==> config.mk <==
export PLATFORM = sky130hd
export DESIGN_NAME = hdmi_src_sched
export DESIGN_NICKNAME = d
export VERILOG_FILES = /design/src/rtl/hdmi_src_sched.sv
export SDC_FILE = /design/constraint.sdc
export NUM_CORES = 1
export LEC_CHECK = 0
export BUFFER_PORTS_ARGS = -buffer_cell sky130_fd_sc_hd__buf_2
export CAP_MARGIN = 5
export CELL_PAD_IN_SITES_DETAIL_PLACEMENT = 0
export CELL_PAD_IN_SITES_GLOBAL_PLACEMENT = 1
export CORE_MARGIN = 1
export CORE_UTILIZATION = 42
export CTS_CLUSTER_DIAMETER = 50
export DETAILED_ROUTE_END_ITERATION = 16
export PLACE_DENSITY = 0.73
export REMOVE_ABC_BUFFERS = 1
export SYNTH_ARGS = -nofsm -noshare
export SYNTH_HDL_FRONTEND = slang
export SYNTH_SLANG_ARGS = --single-unit
==> constraint.sdc <==
create_clock -name pclk -period 1.55 [get_ports pclk]
set_clock_uncertainty 0.05 [all_clocks]
set_input_delay 0.31 -clock pclk [delete_from_list [all_inputs] [get_ports pclk]]
set_output_delay 0.31 -clock pclk [all_outputs]
set_load 0.02 [all_outputs]
==> src/rtl/hdmi_src_sched.sv <==
// hdmi_src_sched
// Frame-synchronous source scheduler for the HDMI output path (pclk domain).
// Decodes the menu control into a display source. The output mux is retargeted
// only on a vsync edge. Black frames are forced after each switch, so the sink
// never sees a torn or partial frame.
//
// Ports
//   pclk         in   pixel clock
//   rst          in   asynchronous, active-high reset
//   level        in   menu level (sys_clk domain, synchronized here)
//   cnt_level1   in   [1:0] sub-module index (sys_clk domain)
//   fft_confirm  in   osc view select, 1 = FFT (sys_clk domain)
//   i_vs         in   vsync from the display timing generator
//   src_sel      out  [1:0] 0 = sig_gen/menu, 1 = osc time, 2 = osc FFT
//   blank_en     out  forces rgb to black downstream
//   busy         out  switch pending or blanking in progress
//   switch_done  out  one-cycle pulse when the new source goes live
//
// state   | meaning
// RUN     | output source matches the accepted request
// WAIT_VS | new request accepted, waiting for the frame boundary
// BLANK   | new source selected, inserting black frames
module hdmi_src_sched #(
    parameter logic VS_POL       = 1'b1,
    parameter int   STABLE_CYC   = 1024,
    parameter int   BLANK_FRAMES = 2
) (
    input  logic       pclk,
    input  logic       rst,
    input  logic       level,
    input  logic [1:0] cnt_level1,
    input  logic       fft_confirm,
    input  logic       i_vs,
    output logic [1:0] src_sel,
    output logic       blank_en,
    output logic       busy,
    output logic       switch_done
);

    localparam int CW = $clog2(STABLE_CYC + 1);
    localparam int FW = (BLANK_FRAMES > 0) ? $clog2(BLANK_FRAMES + 1) : 1;

    localparam logic [CW-1:0] C_STABLE_MAX  = CW'(STABLE_CYC);
    localparam logic [CW-1:0] C_STABLE_LAST = CW'(STABLE_CYC - 1);
    localparam logic [FW-1:0] C_FRAMES      = FW'(BLANK_FRAMES);
    localparam logic [FW-1:0] C_FRAME_ONE   = FW'(1);

    localparam logic [1:0] S_RUN     = 2'd0;
    localparam logic [1:0] S_WAIT_VS = 2'd1;
    localparam logic [1:0] S_BLANK   = 2'd2;

    // Synchronizers. The cnt_level1 bits are synchronized independently. Any
    // bit skew shows up as a short-lived request, and the stability filter
    // rejects it.
    logic [1:0] r_lvl_sync;
    logic [1:0] r_fft_sync;
    logic [1:0] r_cnt_sync1;
    logic [1:0] r_cnt_sync2;

    always_ff @(posedge pclk or posedge rst) begin
        if (rst) begin
            r_lvl_sync  <= 2'b00;
            r_fft_sync  <= 2'b00;
            r_cnt_sync1 <= 2'b00;
            r_cnt_sync2 <= 2'b00;
        end else begin
            r_lvl_sync  <= {r_lvl_sync[0], level};
            r_fft_sync  <= {r_fft_sync[0], fft_confirm};
            r_cnt_sync1 <= cnt_level1;
            r_cnt_sync2 <= r_cnt_sync1;
        end
    end

    logic [1:0] w_req;

    always_comb begin
        w_req = 2'd0;
        if ({r_lvl_sync[1], r_cnt_sync2} == 3'b101) begin
            w_req = r_fft_sync[1] ? 2'd2 : 2'd1;
        end
    end

    // Stability filter. r_req_q holds the previous cycle's request. The
    // accepted value is loaded on the same edge on which the counter reaches
    // its saturation value.
    logic [1:0]    r_req_q;
    logic [CW-1:0] r_stab_cnt;
    logic [1:0]    r_stable_req;

    always_ff @(posedge pclk or posedge rst) begin
        if (rst) begin
            r_req_q      <= 2'd0;
            r_stab_cnt   <= '0;
            r_stable_req <= 2'd0;
        end else begin
            r_req_q <= w_req;
            if (w_req != r_req_q) begin
                r_stab_cnt <= '0;
            end else if (r_stab_cnt != C_STABLE_MAX) begin
                r_stab_cnt <= r_stab_cnt + 1'b1;
                if (r_stab_cnt == C_STABLE_LAST) begin
                    r_stable_req <= w_req;
                end
            end
        end
    end

    logic r_vs_q;
    logic r_vs_qq;
    logic w_vs_edge;

    always_ff @(posedge pclk or posedge rst) begin
        if (rst) begin
            r_vs_q  <= ~VS_POL;
            r_vs_qq <= ~VS_POL;
        end else begin
            r_vs_q  <= i_vs;
            r_vs_qq <= r_vs_q;
        end
    end

    assign w_vs_edge = (r_vs_q == VS_POL) && (r_vs_qq != VS_POL);

    logic [1:0]    r_state;
    logic [1:0]    r_target;
    logic [FW-1:0] r_fcnt;

    always_ff @(posedge pclk or posedge rst) begin
        if (rst) begin
            r_state     <= S_RUN;
            r_target    <= 2'd0;
            r_fcnt      <= '0;
            src_sel     <= 2'd0;
            blank_en    <= 1'b0;
            switch_done <= 1'b0;
        end else begin
            switch_done <= 1'b0;
            case (r_state)
                S_RUN: begin
                    if (r_stable_req != src_sel) begin
                        r_target <= r_stable_req;
                        r_state  <= S_WAIT_VS;
                    end
                end
                S_WAIT_VS: begin
                    r_target <= r_stable_req;
                    if (r_stable_req == src_sel) begin
                        r_state <= S_RUN;
                    end else if (w_vs_edge) begin
                        src_sel <= r_target;
                        if (BLANK_FRAMES > 0) begin
                            blank_en <= 1'b1;
                            r_fcnt   <= C_FRAMES;
                            r_state  <= S_BLANK;
                        end else begin
                            switch_done <= 1'b1;
                            r_state     <= S_RUN;
                        end
                    end
                end
                S_BLANK: begin
                    // r_target follows the accepted request. If it differs
                    // from src_sel at a frame edge, the request was superseded,
                    // so retarget and restart blanking.
                    r_target <= r_stable_req;
                    if (w_vs_edge) begin
                        if (r_target != src_sel) begin
                            src_sel <= r_target;
                            r_fcnt  <= C_FRAMES;
                        end else if (r_fcnt == C_FRAME_ONE) begin
                            r_fcnt      <= '0;
                            blank_en    <= 1'b0;
                            switch_done <= 1'b1;
                            r_state     <= S_RUN;
                        end else begin
                            r_fcnt <= r_fcnt - 1'b1;
                        end
                    end
                end
                default: begin
                    r_state  <= S_RUN;
                    blank_en <= 1'b0;
                end
            endcase
        end
    end

    assign busy = (r_state != S_RUN);

endmodule

-- Yosys cells after proc, flatten, opt, wreduce, memory -nomap -nowiden
Cells that the tools add are included.
- bits in registers: 35
- input port bits: 7
- output and inout bits: 5
- logic and storage cells: 84
- $add $sub $neg: 2
- equal/unequal tests: 18
- multiplexer cells: 33
- bitwise operators: 3
- reductions and logical operators: 13
- operators by type and width (operator ; count):
    2-bit two-way mux ; 17
    11-bit two-way mux ; 2
    2-bit inequality test (second input constant) ; 7
    2-bit one-hot mux with 2 select lines ; 3
    11-bit by 1-bit adder with 11-bit output (second input constant) ; 1
    11-bit by 10-bit == test with 1-bit output (second input constant) ; 1
    11-bit inequality test (second input constant) ; 1
    5-bit AND reduction ; 2
    1-bit two-way mux ; 9
    2-bit nonzero test ; 4
    2-bit inequality test ; 3
    2-bit one-hot mux with 3 select lines ; 1
    6-bit AND reduction ; 1
    2-bit by 1-bit == test with 1-bit output (second input constant) ; 2
    4-bit AND reduction ; 1
    3-bit == test (second input constant) ; 1
    3-bit inequality test (second input constant) ; 1
    1-bit NOT ; 3
    1-bit one-hot mux with 3 select lines ; 1
    3-bit AND reduction ; 1
    2-bit == test ; 1
    2-bit == test (second input constant) ; 1
    2-bit zero test ; 1
    2-bit AND reduction ; 1
    3 further kinds ; 3

-- Longest topological paths before layout
- word-level depth: 5
- mapped depth: 6
- gate-level depth less buffers: 6

-- Least setup slack after synthesis
OpenSTA, ideal clock, no wires.
- path type: register to register
- start point: register src_sel[0]
- end point: register r_target[0]
- setup time: 125 ps
- arrival time: 1409 ps
- required time: 1375 ps
- path slack: -34 ps
- cell stages (with the launch flop): 5
- buffers on the path: 0
- clock period less this slack: 1584 ps
- path through: dfrtp_1 > xnor2_1 > and2_2 > a21oi_1 > mux2_2
- cells in the longest elaborated chain, start to end: 3
- ends and longest elaborated chain (what ; line ; RTL):
    from (decl) ; 34 ; output logic [1:0] src_sel,
    from (signal assigned) ; 150 ; src_sel <= r_target;
    from (signal assigned) ; 168 ; src_sel <= r_target;
    2-bit inequality test ; 140 ; if (r_stable_req != src_sel) begin
    2-bit inequality test (no line) ; -- ;
    2-bit AND reduction (no line) ; -- ;
    to (signal assigned) ; 141 ; r_target <= r_stable_req;
    to (signal assigned) ; 146 ; r_target <= r_stable_req;
    to (signal assigned) ; 165 ; r_target <= r_stable_req;
    to (decl) ; 125 ; logic [1:0] r_target;
No other way between the ends.
A chain may end at the register's enable or synchronous reset.

-- Worst setup path in the final report
- start point: register r_vs_qq
- end point: register r_fcnt[0]
- cells in the longest elaborated chain, start to end: 4
- elaborated cells on any way between the ends: 5
- those cells by class: 2 x eq/ne; 1 x bitwise; 2 x reduce/logical
- ends and longest elaborated chain (what ; line ; RTL):
    from (decl) ; 109 ; logic r_vs_qq;
    from (signal assigned) ; 115 ; r_vs_qq <= ~VS_POL;
    from (signal assigned) ; 118 ; r_vs_qq <= r_vs_q;
    1-bit NOT (*) ; 122 ; assign w_vs_edge = (r_vs_q == VS_POL) && (r_vs_qq != VS_POL);
    1-bit logical AND (*) ; 122 ;
    2-bit inequality test (no line) ; -- ;
    4-bit AND reduction (no line) (*) ; -- ;
    to (signal assigned) ; 176 ; r_fcnt <= r_fcnt - 1'b1;
    to (decl) ; 126 ; logic [FW-1:0] r_fcnt;
Mark *: on every way between the ends. The rest lies on a longest branch, timed or not.

==> impl_metrics.csv <==
group,metric,value,unit
cts,clockRootBuffer,"clkbuf_8",
power,vdd_ir_drop_max,0.7677,mV
critical_path,crit_path_top_delay_cell,"dfrtp_1",
final_layout,final_cell_mix,"35 x dfrtp_1, 27 x buf_4, 19 x nor2_1",
cts,clk_latency,0.29,ns
synth,syn_area,1570,um^2
sta,worst_pin_slew,0.4363,ns
synth,ys_seq_area_frac,0.5578,
global_route,grt_max_degree,36,
power,p_per_area,929.2,nW/um^2
min_path,hp-class,"input port to asynchronous set/reset pin",
die,die-area,3987,um^2
placed_design,port_buffers,11,
run_status,outcome,"complete, but fails checks",
power,sw_frac_of_total,0.2735,
drt,routed_wl,3018,um
critical_path,cp-end-kind,"flop",
cts,cts_inserted_buffers,5,
power,p_leak,1.003,nW
drt,final_antenna_net_count,0,
synth,syn_inst,139,
final_layout,drive_gt1_frac,0.4162,
global_route,grtUsageTotal,0.1671,
critical_path,cp_max_fo,5,
global_route,grt_pass1_vias,1200,
synth,synthTopCellsByArea,"dfrtp_1 56%, xnor2_1 5.6%, ha_1 4.8%",
critical_path,path_cells,"or2b_1, a311oi_2, buf_4, mux2_4",
power,comb_power_share,0.151,
sta,whs,0.05937,ns
critical_path,critPathMaxStageDelay,0.38,ns
sta,setup_ws,-0.01035,ns
cts,cts_sinks,35,
flow_run,maxCapViolCount,0,
final_layout,fill_cells,297,
sta,max_slew_margin,0.7091,
die,die_w,63.15,um
sta,fin_crit,1.560,ns
sta,max_freq,640.9,MHz
power,internal-power,1.444,mW
power,seq_power_share,0.511,
cts,clockBufferDepth,2,
placed_design,place_congestion,0.8610,
global_route,busiest_layer,"met2",
global_route,grt_pass1_wl,5016,um
power,clkPwrFrac,0.338,
synth,ys.warnings.count,0,
global_route,met2_usage,0.2849,
synth,ys_seq_elements,35,
cts,cts_tree,"yes",
global_route,antenna_found_initial,0,
power,power.switching,0.5438,mW
sta,period_share,1.007,
final_layout,num_antenna_cells,0,
global_route,grt_use_met3,0.05797,
synth,ys.flop_type,"dfrtp_1",
sta,rsz0062_at_grt,"true",
synth,synth_cell_types,36,
drt,num_vias,1169,
die,core,3468,um^2
drt,via_per_inst,5.061,
final_layout,final_common_cell,"dfrtp_1",
cts,htree_levels,2,
drt,drt_iter0_drc,56,
final_layout,nNetsFinal,197,
final_layout,stdcell_count,231,
synth,synth_top_cell_area_share,0.5578,
placed_design,hpwl,2031,um
critical_path,crit_path_start_kind,"flop",
final_layout,syn_to_final_growth,36.25,%
drt,wl_per_cell,13.06,um
synth,synth_area_leader_cell,"dfrtp_1",
critical_path,worstPathArrival,1.69,ns
drt,drc,0,
critical_path,worstPathRequired,1.68,ns
cts,path_clk_slew,0.08,ns
sta,hold_viol_final,0,
sta,drv_slew,0,
global_route,grtUsageMet1,0.1826,
placed_design,dpl.cell_count,218,
die,start_util,0.4527,
synth,async_flop_share,1.000,
synth,postSynthAreaPerCell,11.30,um^2
die,rows,21,
die,die_h,63.15,um
global_route,grt.overflow.total,0,
sta,setup_viol,3,
critical_path,path_class,"flop to flop",
synth,synth-edff-count,0,
die,io_pins,12,
drt,drtPass1Iterations,4,
run_status,violations,"setup timing",
Yosys cell counts (3+ instances only):
cell	count
nor4_1	3
dfrtp_1	35
nor2_1	20
nand3_1	6
xor2_1	3
xnor2_1	10
o21ai_0	6
a21oi_1	3
ha_1	6
inv_1	10
nand2_1	4
mux2_1	5
worst max-delay path: cells and delay by family (launching register included):
kind	cells	cell delay [ns]
compound gates	1	0.25
simple gates	1	0.29
mux	1	0.30
buf+inv	1	0.18
flops	1	0.38
metrics by stage:
| step | setup TNS (ns) | area (um^2) | utilization | total power, mW | worst slack, ns |
|---|---|---|---|---|---|
| after floorplan | -0.1919 | 1567 | - | 1.169 | -0.03412 |
| after global placement | -0.1708 | 1852 | 0.5339 | 1.287 | -0.04799 |
| after detailed placement | -0.3394 | 1852 | 0.5339 | 1.304 | -0.08995 |
| after CTS | -0.05313 | 2014 | 0.5808 | 1.990 | -0.02060 |
| after global routing | -0.4142 | 2140 | 0.6169 | 2.087 | -0.06627 |
| final | -0.02688 | 2140 | 0.6169 | 1.988 | -0.01035 |
power groups by stage:
stage | sequential [mW] | clock [mW] | combinational, mW
after global routing | 1.02 | 0.732 | 0.332
after CTS | 1.01 | 0.701 | 0.280
after floorplan | 1.04 | 0 | 0.131
after global placement | 1.02 | 0 | 0.263
final | 1.02 | 0.673 | 0.300
after detailed placement | 1.03 | 0 | 0.277
metal layers:
layer / vias up / wire (um)
met5: - / 0
li1: 567 / -
met2: 19 / 1542
met3: 7 / 107
met4: 0 / 39
met1: 576 / 1328
logic make-up after synthesis:
logic type,share of synthesized area
simple gates,0.1482
flops,0.5578
compound gates,0.09085
xor+xnor,0.07251
buf+inv,0.02630
mux,0.05657
fa+ha+maj,0.04781
path summary, 6_finish.rpt:
| kind | to | depth (start not counted) | slack [ns] | startpoint |
|---|---|---|---|---|
| worst max-delay path | r_fcnt[0] | 4 | -0.01 | r_vs_qq |
| worst max register to register | r_fcnt[0] | 4 | -0.01 | r_vs_qq |
| min in group pclk | r_lvl_sync[0] | 1 | 0.07 | level |
| max in group asynchronous | r_state[0] | 3 | 1.08 | rst |
| worst min register to register | r_cnt_sync2[0] | 0 | 0.30 | r_cnt_sync1[0] |
| worst min-delay path | r_state[1] | 3 | 0.06 | rst |
final cells by class:
class	count	area, um^2	share of cell area
multi-input combinational	93	800.8	0.3743
inverter	10	37.54	0.01754
clock buffer	5	68.82	0.03216
tap	46	57.56	0.02690
clock inverter	3	23.77	0.01111
timing repair buffer	39	275.3	0.1287
sequential	35	875.8	0.4094
repair_timing:
| action | CTS | global route |
|---|---|---|
| endpoints found under the setup margin | 7 | 14 |
| pin swaps | 1 | 4 |
| setup buffers | 2 | 3 |
| hold buffers | 0 | 0 |
| gates resized for setup | 14 | 18 |
state kept, by name (all words and copies together) (netlist names):
register and count:
r_stable_req 2, r_fft_sync 2, switch_done 1, r_lvl_sync 2, r_cnt_sync2 2, r_vs_q 1
r_req_q 2, r_cnt_sync1 2, src_sel 2, r_stab_cnt 11, r_state 2, r_fcnt 2
r_vs_qq 1, blank_en 1, r_target 2
Power figures use the tool's default switching activity.
